**config.mk**
```make
export PLATFORM = sky130hd
export DESIGN_NAME = serial_to_parallel_flat
export DESIGN_NICKNAME = d
export VERILOG_FILES = /design/src/rtl/serial_to_parallel_pkg.sv /design/src/rtl/serial_to_parallel_if.sv /design/src/rtl/serial_to_parallel.sv /design/src/flat_wrapper.sv
export SDC_FILE = /design/constraint.sdc
export NUM_CORES = 1
export LEC_CHECK = 0
export CORE_ASPECT_RATIO = 1.75
export CORE_UTILIZATION = 57
export CTS_BUF_LIST = sky130_fd_sc_hd__clkbuf_8 sky130_fd_sc_hd__clkbuf_16
export DETAILED_ROUTE_END_ITERATION = 10
export PLACE_DENSITY = 0.82
export SLEW_MARGIN = 40
export SYNTH_ARGS = -nofsm -noshare
export SYNTH_HDL_FRONTEND = slang
export SYNTH_SLANG_ARGS = --single-unit
```
**constraint.sdc**
```tcl
create_clock -name clk -period 4.2 [get_ports clk]
set_input_delay 0.84 -clock clk [delete_from_list [all_inputs] [get_ports clk]]
set_output_delay 0.84 -clock clk [all_outputs]
set_load 0.01 [all_outputs]
```
**src/rtl/serial_to_parallel_pkg.sv**
```systemverilog
`default_nettype none
// +----------------------------------------------------------------------+
// | Package     : serial_to_parallel_pkg                                 |
// | Description : Constants and types shared by the serial-to-parallel   |
// |               collector and the parallel-to-serial transmitter:      |
// |               default word width, default features per frame, the    |
// |               collector state encoding and the frame counter width.  |
// | Revision    : 1.0 - initial release                                  |
// +----------------------------------------------------------------------+
package serial_to_parallel_pkg;

  localparam int DEFAULT_WIDTH  = 32;
  localparam int DEFAULT_N_FEAT = 5;
  localparam int FRAME_CNT_W    = 16;

  typedef enum logic [0:0] {
    ST_IDLE    = 1'b0,
    ST_COLLECT = 1'b1
  } state_t;

endpackage : serial_to_parallel_pkg
`default_nettype wire

```
**src/rtl/serial_to_parallel_if.sv**
```systemverilog
`default_nettype none
// +----------------------------------------------------------------------+
// | Interface   : serial_to_parallel_if                                  |
// | Description : Serial input stream plus parallel frame output of the  |
// |               collector, with its status flags.                      |
// |   in_valid  : serial word present on serial_i                        |
// |   sof       : word is a frame header (qualified by in_valid)         |
// |   serial_i  : serial data word, WIDTH bits                           |
// |   out_ready : consumer accepts the held frame                        |
// |   out_valid : a complete frame is held on feat_o                     |
// |   feat_o    : frame, feature k at [k*WIDTH +: WIDTH]                 |
// |   busy      : a frame is being collected                             |
// |   frame_err : pulse, frame aborted by an early sof                   |
// |   overflow  : pulse, completed frame dropped, output full            |
// |   frame_cnt : number of frames handed over, wrapping                 |
// | Modports    : master = stream source / frame sink, slave = collector |
// | Revision    : 1.0 - initial release                                  |
// +----------------------------------------------------------------------+
interface serial_to_parallel_if
  import serial_to_parallel_pkg::*;
#(
  parameter int WIDTH  = DEFAULT_WIDTH,
  parameter int N_FEAT = DEFAULT_N_FEAT
);

  logic                      in_valid;
  logic                      sof;
  logic [WIDTH-1:0]          serial_i;
  logic                      out_ready;
  logic                      out_valid;
  logic [N_FEAT*WIDTH-1:0]   feat_o;
  logic                      busy;
  logic                      frame_err;
  logic                      overflow;
  logic [FRAME_CNT_W-1:0]    frame_cnt;

  modport master (
    output in_valid, sof, serial_i, out_ready,
    input  out_valid, feat_o, busy, frame_err, overflow, frame_cnt
  );

  modport slave (
    input  in_valid, sof, serial_i, out_ready,
    output out_valid, feat_o, busy, frame_err, overflow, frame_cnt
  );

endinterface : serial_to_parallel_if
`default_nettype wire

```
**src/rtl/serial_to_parallel.sv**
```systemverilog
`default_nettype none
// +----------------------------------------------------------------------+
// | Module      : serial_to_parallel                                     |
// | Description : Collects a header word followed by N_FEAT feature      |
// |               words into a frame and presents it in parallel with a  |
// |               valid/ready handshake. The collect buffer and the      |
// |               output register are separate, so the next frame can   |
// |               be gathered while the previous one waits for the       |
// |               consumer.                                              |
// | Ports       : clk  - clock, rising edge                              |
// |               rst  - asynchronous reset, active low                  |
// |               bus  - serial_to_parallel_if.slave (stream in, frame   |
// |                      out, busy/frame_err/overflow/frame_cnt)         |
// | Revision    : 1.0 - initial release                                  |
// +----------------------------------------------------------------------+
module serial_to_parallel
  import serial_to_parallel_pkg::*;
#(
  parameter int WIDTH  = DEFAULT_WIDTH,
  parameter int N_FEAT = DEFAULT_N_FEAT
) (
  input  wire logic              clk,
  input  wire logic              rst,
  serial_to_parallel_if.slave    bus
);

  localparam int IDX_W = (N_FEAT > 1) ? $clog2(N_FEAT) : 1;
  localparam logic [IDX_W-1:0] C_LAST_IDX = IDX_W'(N_FEAT - 1);

  state_t                         r_state;
  logic [IDX_W-1:0]               r_idx;
  logic [N_FEAT-1:0][WIDTH-1:0]   r_buf;
  logic [N_FEAT-1:0][WIDTH-1:0]   r_feat;
  logic                           r_out_valid;
  logic                           r_frame_err;
  logic                           r_overflow;
  logic [FRAME_CNT_W-1:0]         r_frame_cnt;

  logic                           w_accept;
  logic                           w_last;
  logic [N_FEAT-1:0][WIDTH-1:0]   w_frame;

  assign w_accept = r_out_valid && bus.out_ready;
  assign w_last   = (r_idx == C_LAST_IDX);

  // The final word is still on serial_i when the frame completes, so the
  // frame to load is the buffer with the current slot taken from the input.
  always_comb begin
    w_frame = r_buf;
    for (int k = 0; k < N_FEAT; k++) begin
      if (r_idx == IDX_W'(k)) begin
        w_frame[k] = bus.serial_i;
      end
    end
  end

  always_ff @(posedge clk or negedge rst) begin
    if (!rst) begin
      r_state     <= ST_IDLE;
      r_idx       <= '0;
      r_buf       <= '0;
      r_feat      <= '0;
      r_out_valid <= 1'b0;
      r_frame_err <= 1'b0;
      r_overflow  <= 1'b0;
      r_frame_cnt <= '0;
    end else begin
      r_frame_err <= 1'b0;
      r_overflow  <= 1'b0;

      if (w_accept) begin
        r_frame_cnt <= r_frame_cnt + FRAME_CNT_W'(1);
        r_out_valid <= 1'b0;
      end

      if (bus.in_valid) begin
        case (r_state)
          ST_IDLE: begin
            // Header slot carries no feature data; stray words are ignored.
            if (bus.sof) begin
              r_idx   <= '0;
              r_state <= ST_COLLECT;
            end
          end

          ST_COLLECT: begin
            if (bus.sof) begin
              // Early header: drop the partial frame and restart on this one.
              r_frame_err <= 1'b1;
              r_idx       <= '0;
            end else begin
              r_buf[r_idx] <= bus.serial_i;
              if (w_last) begin
                r_idx   <= '0;
                r_state <= ST_IDLE;
                // Output slot is free now or is being emptied this very cycle.
                if (!r_out_valid || w_accept) begin
                  r_feat      <= w_frame;
                  r_out_valid <= 1'b1;
                end else begin
                  r_overflow  <= 1'b1;
                end
              end else begin
                r_idx <= r_idx + IDX_W'(1);
              end
            end
          end

          default: begin
            r_state <= ST_IDLE;
            r_idx   <= '0;
          end
        endcase
      end
    end
  end

  assign bus.out_valid = r_out_valid;
  assign bus.feat_o    = r_feat;
  assign bus.busy      = (r_state == ST_COLLECT);
  assign bus.frame_err = r_frame_err;
  assign bus.overflow  = r_overflow;
  assign bus.frame_cnt = r_frame_cnt;

endmodule : serial_to_parallel
`default_nettype wire

```
**src/flat_wrapper.sv**
```systemverilog
// flat-port wrapper written by rule: the top's interface ports become plain ports
module serial_to_parallel_flat import serial_to_parallel_pkg::*;
#(
  parameter int WIDTH  = DEFAULT_WIDTH,
  parameter int N_FEAT = DEFAULT_N_FEAT
)
  (clk, rst, bus_in_valid, bus_sof, bus_serial_i, bus_out_ready, bus_out_valid, bus_feat_o, bus_busy, bus_frame_err, bus_overflow, bus_frame_cnt);
  serial_to_parallel_if #(.WIDTH(WIDTH), .N_FEAT(N_FEAT)) bus_i ();
  input  wire logic clk;
  input  wire logic rst;
  input wire logic [$bits(bus_i.in_valid)-1:0] bus_in_valid;
  input wire logic [$bits(bus_i.sof)-1:0] bus_sof;
  input wire logic [$bits(bus_i.serial_i)-1:0] bus_serial_i;
  input wire logic [$bits(bus_i.out_ready)-1:0] bus_out_ready;
  output wire logic [$bits(bus_i.out_valid)-1:0] bus_out_valid;
  output wire logic [$bits(bus_i.feat_o)-1:0] bus_feat_o;
  output wire logic [$bits(bus_i.busy)-1:0] bus_busy;
  output wire logic [$bits(bus_i.frame_err)-1:0] bus_frame_err;
  output wire logic [$bits(bus_i.overflow)-1:0] bus_overflow;
  output wire logic [$bits(bus_i.frame_cnt)-1:0] bus_frame_cnt;
  assign bus_i.in_valid = bus_in_valid;
  assign bus_i.sof = bus_sof;
  assign bus_i.serial_i = bus_serial_i;
  assign bus_i.out_ready = bus_out_ready;
  assign bus_out_valid = bus_i.out_valid;
  assign bus_feat_o = bus_i.feat_o;
  assign bus_busy = bus_i.busy;
  assign bus_frame_err = bus_i.frame_err;
  assign bus_overflow = bus_i.overflow;
  assign bus_frame_cnt = bus_i.frame_cnt;
  serial_to_parallel #(.WIDTH(WIDTH), .N_FEAT(N_FEAT)) u_core (.clk(clk), .rst(rst), .bus(bus_i));
endmodule
```
Yosys cells after proc, flatten, opt, wreduce, memory -nomap -nowiden --
Cells that the tools add are included.
Storage, ports and cells: logic and storage cells 63, ROM bits 0, input bits 37, bits in registers 343, RAM bits 0, memories kept 0, bits in latches 0
Cells by class: multiply operators 0, shift operators 0, divide/modulo/power cells 0, multiplexer cells 28, $lt $le $gt $ge 2, equal/unequal tests 5, reduce and logical (&&, ||, !) cells 8, bitwise logic cells 2, add/subtract/negate cells 2
Operator list (count):
- $bwmux 160 | 1
- $mux 32 | 5
- $demux 32 s3 | 1
- $add 16x1->16 const B | 1
- $mux 1 | 16
- $mux 3 | 3
- $eq 3x2->1 const B | 2
- $pmux 3 s2 | 1
- $reduce_and 5->1 | 1
- $lt 3x4->1 const B | 1
- $add 3x1->3 const B | 1
- $eq 3x1->1 const B | 1
- $eq 3x3->1 const B | 1
- $ge 3x1->1 const B | 1
- $logic_not 3->1 | 1
- $reduce_and 3->1 | 1
- $logic_and 1x1->1 | 2
- $ne 2x2->1 const B | 1
- $not 1->1 | 2
- $pmux 1 s2 | 1
- $reduce_and 2->1 | 1
- $logic_not 1->1 | 1
- $logic_or 1x1->1 | 1

Depth between registers and ports, before layout --
Gate-level depths: netlist of run 1.
word-level depth 7, mapped depth 9, mapped depth without buffers 6

Worst setup path before layout of run 1 --
No wires, ideal clock.
kind in2reg, start in bus_sof, end reg u_core.r_buf[13] (netlist name), data required time 4075 ps, slack 2047 ps, arrival 2028 ps, stages on the path 6, cell sequence buf_2 nor4_2 and2_1 clkbuf_2 buf_6 mux2_2
On the way: cells in the longest elaborated chain, start to end 2
Ends and longest elaborated chain:
- from (decl) | line flat_wrapper.sv:12 | input wire logic [$bits(bus_i.sof)-1:0] bus_sof;
- $not 1->1 (no line)
- $reduce_and 3->1 (no line)
- to (signal, indexed assignment) | line serial_to_parallel.sv:92 | r_buf[r_idx] <= bus.serial_i;
- to (decl) | line serial_to_parallel.sv:32 | logic [N_FEAT-1:0][WIDTH-1:0] r_buf;
No other way between the ends. A chain may end at the register's enable or synchronous reset.

Worst setup path after layout of run 1 --
start in bus_in_valid, end reg u_core.r_buf[12] (netlist name)
On the way: cells in the longest elaborated chain, start to end 1
Ends and longest elaborated chain:
- from (decl) | line flat_wrapper.sv:11 | input wire logic [$bits(bus_i.in_valid)-1:0] bus_in_valid;
- $reduce_and 3->1 (no line)
No other way between the ends.

==> metrics.txt, run 1 <==
# hold bufs at CTS=0; Worst-path clk slew=70 ps; Fin. Hold Viols=0; die width=116 microns; synthesized area=0.0131 sq mm; Worst R2R Start=u_core.r_idx[1]$_DFFE_PN0P_; antenna-violating nets left=0; CP Data Arrival Time=3210 ps; Worst path slowest cell=clkdlybuf4s50_1; Worst R2R Path Depth=8; initial antenna violation count=0; worst-case vdd ir drop=0.489 mV; critical path's largest stage delay=610 ps; Placed Area=0.0153 sq mm; CP endpoint kind=register; WL/cell=19.2 microns; # IOs=217; worst rel slew slack=45.9%; endpoints failing setup=0; die area=0.0235 sq mm; vias=8370; post-layout net count=1238; post-synthesis mux area share=23.7%; most frequent cells in the layout=311 x dfrtp_1, 215 x clkdlybuf4s50_1, 157 x mux2_2, 134 x nor2_1, 130 x a21oi_1; DIE HEIGHT=202 microns; clk buf depth=3; Syn Area/Cell=12.7 sq um; largest family of logic cells by synthesized area=multiplexers; gr ovfl total=0; gr usage total=25.7%; Critical Path Fanout Max=17; Post-synth EDFFs=0; H-tree depth=1; post-synth cell types=35; port bufs=216; syn_nets=1070; Yosys reg bits=311; DRC viols=0; Post CTS Setup Buffer Count=0; pin count of the biggest net entering global routing=107; Critical Path RT=4610 ps; Finished Cell Area=0.0163 sq mm; RD Place Congestion=0.784; # rows=72; Post-Synth XOR/XNOR Area=1.01%; Final Routed Wirelength=29.0 mm; reg2reg setup slack=1430 ps; outcome=completed; Initial DRC Count=504; Filler cells=1547; async set-reset flop share out of synthesis=100%; Root Buffer=clkbuf_16; Initial Utilization=58.7%; Area Growth Syn to Fin=24.6%; clk_lat worst skew=530 ps; Slew @ Worst Pin=809 ps; CTS buffer count=28; Yosys warning count=0; R2R Path End=u_core.bus.feat_o[38]$_DFFE_PN0P_; vias in the first global route=8690; Tcrit/Tclk final=66.5%; first drt pass iteration count=4; Max Clk Rate=0.358 GHz; static leakage=7.50 nW; CTS tree=yes; total power divided by cell area=762 mW/mm^2; first-pass GRT wire length=46.8 mm; Synth Flop Type=dfrtp_1; share of cells above drive strength 1=19.1%; Final Skew=11.4 ps; fin. max-slew vios=0; Crit Path Category=in2reg; CP cell instances=clkdlybuf4s50_1 -> nand2_2 -> nor4_2 -> and2_2 -> buf_4 -> mux2_1; Synth Instances=1027; Post-Synth Adder-Cell Area=0.575%; RSZ-0062 raised after global routing=false; sequential-to-total area share from yosys stat=59.6%; Max Cap Viol=0; Min-Delay Path Class=in2async; Core ar.=0.0223 sq mm; Post-DP HPWL=18.7 mm; complex-gate fraction of the synthesized area=5.29%; ant diodes=0; setup_tns=0 ps; CTS resizes=0; most common cell after layout, fill and taps aside=dfrtp_1; # clock sinks=311; routed vias/inst=5.53; minimum clock period=2790 ps; post-synthesis simple-gate area fraction=5.69%; power consumption=12.4 mW; critical path launch point type=primary input
## flip-flops by register name (all words and copies together), names as in the netlist
register	count
u_core.bus.overflow	1
u_core.r_idx	3
u_core.bus.busy	1
u_core.r_buf	128
u_core.bus.frame_err	1
u_core.bus.out_valid	1
u_core.bus.feat_o	160
u_core.bus.frame_cnt	16
## cell usage after synthesis (2+ instances only)
cell      instances  area, sq um
a21oi_1         130          651
and3_1            4         25.0
buf_1            20         75.1
buf_2            32          160
buf_4             8         60.1
buf_6            14          158
clkbuf_1         16         60.1
dfrtp_1         311         7780
ha_1              6         75.1
inv_1             4         15.0
mux2_1            4         45.0
mux2_2          157         1770
mux2i_1         128         1280
nand2_1           8         30.0
nand2_2           4         25.0
nand2b_1          2         12.5
nand3_1           8         40.0
nand4_1           3         18.8
nor2_1          134          503
nor3_1            3         15.0
nor4_2            2         25.0
o22ai_1           3         18.8
xnor2_1          10         87.6
xor2_1            5         43.8
## through the flow
stage | cells | hold slack [ps] | utilization (%) | setup WS (ps)
floorplan | 1027 | 458 | - | 2050
global placement | 1460 | 465 | 68.5 | 1060
detailed placement | 1461 | 471 | 68.8 | 860
CTS | 1513 | 274 | 73.1 | 1410
global route | 1513 | 275 | 73.1 | 1230
finish | 1513 | 250 | 73.1 | 1410
## area by class of cell
cell class / instances / area [sq um] / area share, %
Clock buffer: 33 / 781 / 4.80
Clock inverter: 19 / 170 / 1.05
Inverter: 5 / 18.8 / 0.115
Multi-Input combinational cell: 620 / 4790 / 29.5
Sequential cell: 311 / 7780 / 47.9
Tap cell: 296 / 370 / 2.28
Timing Repair Buffer: 229 / 2350 / 14.4
## power by group
part | switching, mW | internal [mW] | leakage, nW
logic | 2.01 | 2.63 | 3.13
registers | 0.768 | 4.37 | 3.89
clock network | 1.10 | 1.51 | 0.489
total | 3.88 | 8.50 | 7.50
## cells by family (layout without fill, tap and decap cells)
group | count (synthesis) | in the layout
flip-flops | 311 | 311
multiplexers | 289 | 289
AND/OR/NAND/NOR | 174 | 174
AO/OA/AOI/OAI | 136 | 136
buffers and inverters | 96 | 286
XOR/XNOR | 15 | 15
adder cells (fa/ha/maj) | 6 | 6
## per-layer routing
metal  track usage [%]  part of all wire, %
met3              4.11                  4.9
met5                 0                    0
met4              8.33                  3.2
met1              30.4                   37
met2              46.6                   55
## critical path: cells and delay by family
family / cells / cell delay (ps)
mux: 1 / 360
simple gates: 3 / 1010
buf+inv: 2 / 970
## worst max-delay path by stage
stage | slack [ps] | to | start | cells past startpoint
3_3_place_gp | 1060 | u_core.r_buf[14]$_DFFE_PN0P_ | bus_in_valid | 6
6_report | 1410 | u_core.r_buf[12]$_DFFE_PN0P_ | bus_in_valid | 6
2_1_floorplan | 2050 | u_core.r_buf[13]$_DFFE_PN0P_ | bus_sof | 6
3_5_place_dp | 860 | u_core.r_buf[12]$_DFFE_PN0P_ | bus_in_valid | 6
4_1_cts | 1410 | u_core.r_buf[12]$_DFFE_PN0P_ | bus_in_valid | 6
5_1_grt | 1230 | u_core.bus.feat_o[38]$_DFFE_PN0P_ | u_core.r_idx[1]$_DFFE_PN0P_ | 8
No activity file was read; power rests on OpenSTA's default activity.
==> run 2, diff against run 1 <==
--- a/config.mk
+++ b/config.mk
@@ -6,10 +6,10 @@
 export NUM_CORES = 1
 export LEC_CHECK = 0
 export CORE_ASPECT_RATIO = 1.75
-export CORE_UTILIZATION = 57
+export CORE_UTILIZATION = 53
 export CTS_BUF_LIST = sky130_fd_sc_hd__clkbuf_8 sky130_fd_sc_hd__clkbuf_16
 export DETAILED_ROUTE_END_ITERATION = 10
-export PLACE_DENSITY = 0.82
+export PLACE_DENSITY = 0.77
 export SLEW_MARGIN = 40
 export SYNTH_ARGS = -nofsm -noshare
 export SYNTH_HDL_FRONTEND = slang
==> constraint.sdc (replaced) <==
create_clock -name clk -period 2.7 [get_ports clk]
set_input_delay 0.54 -clock clk [delete_from_list [all_inputs] [get_ports clk]]
set_output_delay 0.54 -clock clk [all_outputs]
set_load 0.01 [all_outputs]
==> metrics.txt, run 2 (synthesized netlist as in run 1, its figures left out) <==
# rows=75 (+4.2%); Root Buffer=clkbuf_16; gr ovfl total=0 (unchanged); CTS tree=yes; R2R Path End=u_core.bus.feat_o[107]$_DFFE_PN0P_; clk_lat worst skew=550 ps (+20 ps); Max Clk Rate=0.414 GHz; post-layout net count=1266 (+2.3%); CTS buffer count=28 (unchanged); Worst R2R Start=u_core.r_idx[1]$_DFFE_PN0P_; Initial DRC Count=412 (-18%); antenna-violating nets left=0 (unchanged); minimum clock period=2420 ps; pin count of the biggest net entering global routing=76 (-29%); ant diodes=0 (unchanged); Worst path slowest cell=dfrtp_1; # clock sinks=311 (unchanged); most common cell after layout, fill and taps aside=dfrtp_1; Fin. Hold Viols=0 (unchanged); DIE HEIGHT=210 microns (+3.7%); Multi-input gate area=0.00475 sq mm (-0.73%); Final Routed Wirelength=29.7 mm (+2.4%); critical path launch point type=register; endpoints failing setup=0 (unchanged); critical path's largest stage delay=460 ps (-150 ps); fin. max-slew vios=0 (unchanged); Critical Path RT=3150 ps (-1460 ps); vias in the first global route=8719 (+0.33%); Metal-1 WL=11.6 mm (+8.1%); Placed Area=0.0156 sq mm (+1.6%); setup_tns=0 ps (unchanged); Core ar.=0.0241 sq mm (+8.4%); Worst-path clk slew=70 ps (about the same); Filler cells=1759 (+14%); Initial Utilization=54.1% (-4.5 points); initial antenna violation count=0 (unchanged); Min-Delay Endpoint=u_core.bus.frame_cnt[15]$_DFFE_PN0P_; length of routed met3 wiring=1.02 mm (-28%); Worst R2R Path Depth=8 (unchanged); Register Area=0.00778 sq mm (unchanged); die area=0.0253 sq mm (+7.4%); Post CTS Setup Buffer Count=0 (unchanged); Tcrit/Tclk final=89.5%; Area Growth Syn to Fin=26.7%; CP cell instances=inv_1 -> ha_1 -> nand2_1 -> nor4b_4 -> buf_12 -> buf_4 -> nor2_1 -> a21oi_1; RD Place Congestion=0.795 (+1.4%); share of cells above drive strength 1=20.3% (+1.3 points); Slew @ Worst Pin=519 ps (-289 ps); vias=8498 (+1.5%); Finished Cell Area=0.0165 sq mm (+1.7%); CP endpoint kind=register; first drt pass iteration count=5 (+1); # IOs=217 (unchanged); most frequent cells in the layout=311 x dfrtp_1, 215 x clkdlybuf4s50_1, 157 x mux2_2, 134 x nor2_1, 130 x a21oi_1; static leakage=7.66 nW (+2.1%); max reg flops=160 (unchanged); CTS resizes=0 (unchanged); WL/cell=19.1 microns (-0.26%); reg2reg setup slack=280 ps (-1150 ps); CP Data Arrival Time=2870 ps (-340 ps); Critical Path Fanout Max=73 (+56); routed vias/inst=5.47 (-1.1%); hold depth=1; RSZ-0062 raised after global routing=false; DRC viols=0 (unchanged); total power divided by cell area=1180 mW/mm^2 (+54%); Hold Startpoint=u_core.bus.frame_cnt[15]$_DFFE_PN0P_; Final Skew=16.3 ps (+4.83 ps); die width=121 microns (+3.6%); first-pass GRT wire length=47.6 mm (+1.6%); clk buf depth=3 (unchanged); worst-case vdd ir drop=0.787 mV (+61%); DR top layer=met4; Max Cap Viol=0 (unchanged); met2 WL post-DR=16.0 mm (+0.36%); worst rel slew slack=65.3% (+19 points); Post-DP HPWL=20.0 mm (+7.0%); port bufs=216 (unchanged); Min-Delay Path Class=reg2reg; outcome=completed; H-tree depth=1 (unchanged); Crit Path Category=reg2reg; gr usage total=24.2% (-1.5 points)
-- run 2: cell count changes in the layout (fill, tap and decap cells not counted), moves of 2 or more --
cell | before | now
buf_4 | 7 | 28
buf_12 | 5 | 12
clkinv_2 | 10 | 4
inv_1 | 8 | 14
nand2_2 | 2 | 7
nand2_4 | 5 | 0
clkinvlp_4 | 2 | 0
-- run 2: timing repair --
| action | CTS | global route |
|---|---|---|
| hold buffers | 1 | 0 |
| hold endpoints to repair | 47 | 0 |
| setup endpoints to repair | 0 | 0 |
-- run 2: power by group --
group | internal [mW] | total, mW | switching [mW] | leakage, nW
sequential | 6.79 | 8.06 | 1.27 | 3.89
combinational | 4.17 | 7.25 | 3.08 | 3.25
clock | 2.42 | 4.12 | 1.71 | 0.516
total | 13.4 | 19.4 | 6.06 | 7.66
-- run 2: stage by stage --
step                      hold WS [ps]  setup WS, ps  utilization [%]  std cells  total power, mW
after floorplan                    244           843                -       1027             11.7
after global routing               493           136             68.6       1553             20.5
after CTS                          474           296             68.6       1553             19.6
after detailed placement           465           144             64.5       1500             15.4
final                              476           284             68.6       1553             19.4
after global placement             462           193             64.5       1500             15.1
-- run 2: area by class of cell --
type,count,area share (%)
Sequential cell,311,47.1
Multi-Input combinational cell,620,28.7
Timing Repair Buffer,257,15.9
Clock buffer,32,4.64
Tap cell,308,2.33
Clock inverter,20,1.23
Inverter,5,0.113
-- run 2: worst max-delay path, delay by kind of cell, from the launching register on --
kind	cells	cell delay, ps
and+or+nand+nor	3	540
buffers and inverters	3	800
adders and majority gates	1	260
DFF	1	460
AOI/OAI and AO/OA	1	150
-- run 2: worst max-delay path by stage --
stage / slack [ps] / to / cells past startpoint / startpoint
floorplan: 840 / u_core.bus.feat_o[128]$_DFFE_PN0P_ / 7 / u_core.r_idx[0]$_DFFE_PN0P_
global placement: 190 / u_core.bus.feat_o[15]$_DFFE_PN0P_ / 6 / bus_sof
detailed placement: 140 / u_core.bus.feat_o[50]$_DFFE_PN0P_ / 6 / bus_sof
CTS: 300 / u_core.bus.feat_o[107]$_DFFE_PN0P_ / 8 / u_core.r_idx[1]$_DFFE_PN0P_
global route: 140 / u_core.bus.feat_o[16]$_DFFE_PN0P_ / 8 / u_core.r_idx[1]$_DFFE_PN0P_
finish: 280 / u_core.bus.feat_o[107]$_DFFE_PN0P_ / 8 / u_core.r_idx[1]$_DFFE_PN0P_
-- run 2: layer usage --
| layer | vias to the layer above | track usage, % |
|---|---|---|
| li1 | 3928 | - |
| met1 | 4290 | 28.8 |
| met2 | 224 | 44.2 |
| met3 | 56 | 2.64 |
| met4 | 0 | 9.58 |
| met5 | - | 0 |
